## src/rtl/prog_loader_pkg.sv

```systemverilog
// Shared definitions for the boot program loader: FSM encoding, frame
// start byte and the instruction-memory word width.
package prog_loader_pkg;

  typedef enum logic [2:0] {
    IDLE   = 3'd0,
    LEN_LO = 3'd1,
    LEN_HI = 3'd2,
    DATA   = 3'd3,
    CSUM   = 3'd4,
    DONE   = 3'd5,
    ERR    = 3'd6
  } state_t;

  localparam logic [7:0] MAGIC_DEF = 8'hA5;
  localparam int         WORD_W    = 32;

endpackage

```

## src/rtl/prog_loader_if.sv

```systemverilog
// Byte-stream receive handshake plus the instruction-memory write port.
interface prog_loader_if
  import prog_loader_pkg::*;
#(
  parameter int ADDR_W = 8
);
  logic [7:0]        rx_data;
  logic              rx_valid;
  logic              rx_ready;
  logic              imem_we;
  logic [ADDR_W-1:0] imem_addr;
  logic [WORD_W-1:0] imem_wdata;

  modport master (
    output rx_data, rx_valid,
    input  rx_ready, imem_we, imem_addr, imem_wdata
  );

  modport slave (
    input  rx_data, rx_valid,
    output rx_ready, imem_we, imem_addr, imem_wdata
  );
endinterface

```

## src/rtl/prog_loader_packer.sv

```systemverilog
// Packs payload bytes little-endian into 32-bit words and keeps the
// running modulo-256 checksum of every payload byte.
module prog_loader_packer
  import prog_loader_pkg::*;
(
  input  logic              CLK,
  input  logic              RST,
  input  logic              clr,
  input  logic              byte_en,
  input  logic [7:0]        data,
  output logic              word_valid,
  output logic [WORD_W-1:0] word,
  output logic [7:0]        csum
);
  logic [1:0]  lane;
  logic [23:0] sh;

  // The 4th byte completes the word combinationally; the top registers it.
  assign word_valid = byte_en & (lane == 2'd3);
  assign word       = {data, sh};

  always_ff @(posedge CLK or posedge RST) begin
    if (RST) begin
      lane <= '0;
      sh   <= '0;
      csum <= '0;
    end else if (clr) begin
      lane <= '0;
      sh   <= '0;
      csum <= '0;
    end else if (byte_en) begin
      lane <= lane + 2'd1;
      csum <= csum + data;
      case (lane)
        2'd0:    sh[7:0]   <= data;
        2'd1:    sh[15:8]  <= data;
        2'd2:    sh[23:16] <= data;
        default: sh        <= sh;
      endcase
    end
  end
endmodule

```

## src/rtl/prog_loader.sv

```systemverilog
// Frames magic/length/payload/checksum from the receiver, writes words into
// instruction memory and releases the core once the image verifies.
module prog_loader
  import prog_loader_pkg::*;
#(
  parameter int         ADDR_W = 8,
  parameter logic [7:0] MAGIC  = MAGIC_DEF
) (
  input  logic          CLK,
  input  logic          RST,
  prog_loader_if.slave  bus,
  input  logic          rearm,
  output logic          core_run,
  output logic          done,
  output logic          error
);
  localparam int DEPTH = 1 << ADDR_W;

  state_t            state, next;
  logic              accept, xfer;
  logic [7:0]        len_lo;
  logic [15:0]       len, len_in;
  logic [ADDR_W-1:0] idx;
  logic              last_word, pk_clr, pk_en, word_valid;
  logic [WORD_W-1:0] word;
  logic [7:0]        csum;

  assign accept       = state inside {IDLE, LEN_LO, LEN_HI, DATA, CSUM};
  assign bus.rx_ready = accept & ~RST;
  assign xfer         = bus.rx_valid & bus.rx_ready;
  assign len_in       = {bus.rx_data, len_lo};
  // Length capture also resets lanes, checksum and index for the new image.
  assign pk_clr       = (state == LEN_HI) & xfer;
  assign pk_en        = (state == DATA) & xfer;
  assign last_word    = (16'(idx) == len - 16'd1);

  assign done     = (state == DONE);
  assign core_run = (state == DONE);
  assign error    = (state == ERR);

  prog_loader_packer u_packer (
    .CLK        (CLK),
    .RST        (RST),
    .clr        (pk_clr),
    .byte_en    (pk_en),
    .data       (bus.rx_data),
    .word_valid (word_valid),
    .word       (word),
    .csum       (csum)
  );

  always_ff @(posedge CLK or posedge RST) begin
    if (RST) state <= IDLE;
    else     state <= next;
  end

  always_comb begin
    next = state;
    case (state)
      IDLE:   if (xfer && bus.rx_data == MAGIC) next = LEN_LO;
      LEN_LO: if (xfer) next = LEN_HI;
      LEN_HI: if (xfer) begin
        if (32'(len_in) > DEPTH) next = ERR;
        else if (len_in == 16'd0) next = CSUM;
        else next = DATA;
      end
      // The last word's write lands in the first CSUM cycle.
      DATA:   if (word_valid && last_word) next = CSUM;
      CSUM:   if (xfer) next = (bus.rx_data == csum) ? DONE : ERR;
      DONE:   if (rearm) next = IDLE;
      ERR:    if (rearm) next = IDLE;
      default: next = IDLE;
    endcase
  end

  always_ff @(posedge CLK or posedge RST) begin
    if (RST) begin
      len_lo         <= '0;
      len            <= '0;
      idx            <= '0;
      bus.imem_we    <= 1'b0;
      bus.imem_addr  <= '0;
      bus.imem_wdata <= '0;
    end else begin
      bus.imem_we <= word_valid;
      if (state == LEN_LO && xfer) len_lo <= bus.rx_data;
      if (pk_clr) begin
        len <= len_in;
        idx <= '0;
      end
      if (word_valid) begin
        bus.imem_addr  <= idx;
        bus.imem_wdata <= word;
        idx            <= idx + 1'b1;
      end
    end
  end
endmodule

```

## src/flat_wrapper.sv

```systemverilog
// flat-port wrapper written by rule: the top's interface ports become plain ports
module prog_loader_flat import prog_loader_pkg::*;
#(
  parameter int         ADDR_W = 8,
  parameter logic [7:0] MAGIC  = MAGIC_DEF
)
  (CLK, RST, rearm, core_run, done, error, bus_rx_data, bus_rx_valid, bus_rx_ready, bus_imem_we, bus_imem_addr, bus_imem_wdata);
  prog_loader_if #(.ADDR_W(ADDR_W)) bus_i ();
  input  logic CLK;
  input  logic RST;
  input  logic rearm;
  output logic core_run;
  output logic done;
  output logic error;
  input wire logic [$bits(bus_i.rx_data)-1:0] bus_rx_data;
  input wire logic [$bits(bus_i.rx_valid)-1:0] bus_rx_valid;
  output wire logic [$bits(bus_i.rx_ready)-1:0] bus_rx_ready;
  output wire logic [$bits(bus_i.imem_we)-1:0] bus_imem_we;
  output wire logic [$bits(bus_i.imem_addr)-1:0] bus_imem_addr;
  output wire logic [$bits(bus_i.imem_wdata)-1:0] bus_imem_wdata;
  assign bus_i.rx_data = bus_rx_data;
  assign bus_i.rx_valid = bus_rx_valid;
  assign bus_rx_ready = bus_i.rx_ready;
  assign bus_imem_we = bus_i.imem_we;
  assign bus_imem_addr = bus_i.imem_addr;
  assign bus_imem_wdata = bus_i.imem_wdata;
  prog_loader #(.ADDR_W(ADDR_W), .MAGIC(MAGIC)) u_core (.CLK(CLK), .RST(RST), .bus(bus_i), .rearm(rearm), .core_run(core_run), .done(done), .error(error));
endmodule
```

## config.mk

```make
export PLATFORM = sky130hd
export DESIGN_NAME = prog_loader_flat
export DESIGN_NICKNAME = d
export VERILOG_FILES = /design/src/rtl/prog_loader_pkg.sv /design/src/rtl/prog_loader_if.sv /design/src/rtl/prog_loader_packer.sv /design/src/rtl/prog_loader.sv /design/src/flat_wrapper.sv
export SDC_FILE = /design/constraint.sdc
export NUM_CORES = 1
export LEC_CHECK = 0
export BUFFER_PORTS_ARGS = -buffer_cell sky130_fd_sc_hd__buf_2
export CAP_MARGIN = 20
export CORE_ASPECT_RATIO = 0.75
export CORE_MARGIN = 3
export CORE_UTILIZATION = 45
export DETAILED_ROUTE_END_ITERATION = 6
export PLACE_DENSITY = 0.66
export SLEW_MARGIN = 30
export SYNTH_ARGS = -nofsm -noshare
export SYNTH_HDL_FRONTEND = slang
export SYNTH_SLANG_ARGS = --single-unit
export TNS_END_PERCENT = 5
```

## constraint.sdc

```tcl
create_clock -name CLK -period 3.4 [get_ports CLK]
set_clock_uncertainty 0.15 [all_clocks]
set_input_delay 0.34 -clock CLK [delete_from_list [all_inputs] [get_ports CLK]]
set_output_delay 0.34 -clock CLK [all_outputs]
set_load 0.03 [all_outputs]
```

==> flow_metrics.tcl <==
set metrics [dict create \
    postSynthAreaPerCell_um2 9.31 \
    cts_resized 0 \
    vias 4074 \
    status "finished clean" \
    final_area_um2 5860 \
    crit_chain "inv_1 > ha_1 > or4b_1 > a2111o_1 > o21ai_0 > a21oi_1 > o311ai_0 > o211ai_1" \
    clockBufferDepth 2 \
    worst_pin_slew_ns 0.841 \
    crit_slowest_cell "or4b_1" \
    synth_edf_count 0 \
    coreArea_um2 11100 \
    grt_overflow 0 \
    hold_viol_final 0 \
    io_pins 57 \
    max_clock_freq_mhz 373 \
    worst-path-buf-inv 1 \
    crit_path_max_fanout 6 \
    hold_buffers 0 \
    power_density_nw_per_um2 798 \
    layout_commonest_cell "nand2_1" \
    peakVddDrop_mv 0.334 \
    dieWidth_um 130 \
    die_h_um 98.7 \
    vias_per_cell 5.46 \
    hpwlAfterDp_mm 8.02 \
    detail_route.drc_violations 0 \
    grt_pass1_vias 3847 \
    cp_slowest_stage_delay_ns 0.56 \
    port_buffers 56 \
    dr.pass1.iters 4 \
    h-tree-depth 3 \
    drt_iter0_drc 335 \
    gp_congestion 0.921 \
    tns_ns 0 \
    yosys_warnings 0 \
    antenna_found_initial 0 \
    path_class "flop to flop" \
    cp.required_ns 3.46 \
    wl_mm 12.1 \
    syn_nets 580 \
    finalSetupViolCount 0 \
    clock-root-buffer "clkbuf_16" \
    p_leak_nw 2.91 \
    hold_path_class "input port to asynchronous set/reset pin" \
    period_needed_ns 2.68 \
    ant_nets 0 \
    arrival_ns 2.74 \
    cp-end-kind "flop" \
    num_antenna_cells 0 \
    clock_latency_ns 0.35 \
    drive_gt1_share_pct 18.5 \
    clk_pin_slew_ns 0.07 \
    placed_cell_area_um2 5580 \
    grt_usage_pct 19.5 \
    cap_viol_max_count 0 \
    ys.flop_type "dfrtp_1" \
    num_rows 33 \
    timing.slew.headroom_pct 44.0 \
    cts_setup_buffers 0 \
    crit_family "compound AO/OA/AOI/OAI gates" \
    start_kind "flop" \
    cts_tree "built" \
    synth-seq-cells 110 \
    grt_pass1_wl_mm 19.9 \
    drv_slew 0 \
    dieArea_um2 12800 \
    ys_async_sr_fraction_pct 100 \
    yosysUniqueCellTypes 48 \
    initial_core_util_pct 46.6 \
    cts_buffers 9 \
    rsz0062_at_grt "no" \
    cts.sinks 110 \
    layout_common_cells "nand2_1, dfrtp_1, buf_2, nand3_1, a21oi_1" \
    final_nets 627 \
    wl_per_cell_um 16.2 \
    area_growth_pct 13.5 \
    synth_cells 554 \
    syn-cell-area_um2 5160 \
    period_share_pct 78.8 \
    grt_start_max_net_pins 67 \
    yosysSeqAreaShare_pct 53.3 \
]
-- tightest hold or removal path: stages --
cell	delay (ns)
buf_2	0.13
clkinvlp_4	0.08
buf_4	0.46
-- kinds of logic after synthesis --
family	count (synthesis)	share of synthesized area (%)
xor gates and xnor gates	14	2.38
muxes	23	5.00
adders and majority gates	14	3.54
and+or+nand+nor	263	22.2
buffers and inverters	42	3.15
AOI/OAI and AO/OA	88	10.4
DFF	110	53.3
-- final cells by class --
type	instances	area [um^2]
Inverter	14	56.3
Clock buffer	11	243
Tap cell	140	175
Multi-Input combinational cell	402	2250
Clock inverter	5	38.8
Fill cell	1037	5210
Timing Repair Buffer	64	340
Sequential cell	110	2750
-- state kept, by name (all words and copies together), names as in the netlist --
name and cells:
u_core.bus.imem_addr 8, u_core.bus.imem_wdata 32, u_core.bus.imem_we 1, u_core.idx 8, u_core.len 16, u_core.len_lo 8, u_core.state 3, u_core.u_packer.csum 8
u_core.u_packer.lane 2, u_core.u_packer.sh 24
-- power by group --
part | switching, W | internal (W)
clock | 0.000493 | 0.000526
sequential | 0.000365 | 0.00172
combinational | 0.000926 | 0.000644
-- metal layers --
| layer | wire [um] | global-route usage [%] | vias to the layer above |
|---|---|---|---|
| met5 | 0 | 0 | - |
| met4 | 95 | 3.75 | 0 |
| met3 | 695 | 5.47 | 10 |
| met2 | 5150 | 27.6 | 133 |
| met1 | 6110 | 30.2 | 1952 |
| li1 | - | - | 1979 |
-- per-stage QoR --
step	utilization, %	power (W)	instances	hold slack (ns)	setup WS [ns]
finish	52.9	0.00468	746	0.0458	0.721
floorplan	-	0.00323	554	0.289	0.213
detailed placement	50.4	0.00366	730	0.308	0.795
global route	52.9	0.00499	746	0.102	0.563
CTS	52.9	0.00469	746	0.0700	0.744
global placement	50.4	0.00361	730	0.301	0.849
-- synthesized netlist by cell type, types with 2 or more instances --
| master | number | area share (%) |
|---|---|---|
| clkbuf_1 | 24 | 1.7 |
| o311ai_0 | 3 | 0.51 |
| a31oi_1 | 3 | 0.36 |
| nand2_1 | 169 | 12 |
| dfrtp_1 | 110 | 53 |
| inv_2 | 2 | 0.15 |
| ha_1 | 13 | 3.2 |
| nor4_1 | 6 | 0.73 |
| nor2_1 | 18 | 1.3 |
| o21ai_0 | 24 | 2.3 |
| or2_2 | 3 | 0.36 |
| a211oi_1 | 2 | 0.29 |
| nor2b_1 | 4 | 0.48 |
| nor3_1 | 11 | 1.1 |
| o22a_1 | 2 | 0.34 |
| xor2_1 | 4 | 0.68 |
| nand4_1 | 4 | 0.48 |
| a21oi_1 | 33 | 3.2 |
| a21o_1 | 2 | 0.29 |
| and2_1 | 2 | 0.24 |
| o31ai_1 | 4 | 0.58 |
| buf_1 | 2 | 0.15 |
| xnor2_1 | 10 | 1.7 |
| o21a_1 | 4 | 0.58 |
| or3_1 | 3 | 0.36 |
| mux2_2 | 22 | 4.8 |
| o32ai_1 | 2 | 0.34 |
| nand3_1 | 35 | 3.4 |
| o41ai_1 | 2 | 0.34 |
| or4b_1 | 2 | 0.39 |
| inv_1 | 12 | 0.87 |
-- path summary, 6_finish.rpt --
kind / start / endpoint / slack, ns / cells past startpoint
worst max-delay path: u_core.len[0] / u_core.state[0] / 0.72 / 8
worst min-delay path: RST / u_core.u_packer.csum[2] / 0.05 / 3
max in group asynchronous: RST / u_core.bus.imem_wdata[30] / 2.39 / 3
worst min register to register: u_core.bus.imem_addr[7] / u_core.bus.imem_addr[7] / 0.32 / 2
worst max register to register: u_core.len[0] / u_core.state[0] / 0.72 / 8
min in group CLK: bus_rx_data[4] / u_core.bus.imem_wdata[28] / 0.18 / 3
(Power assumes the default switching activity.)
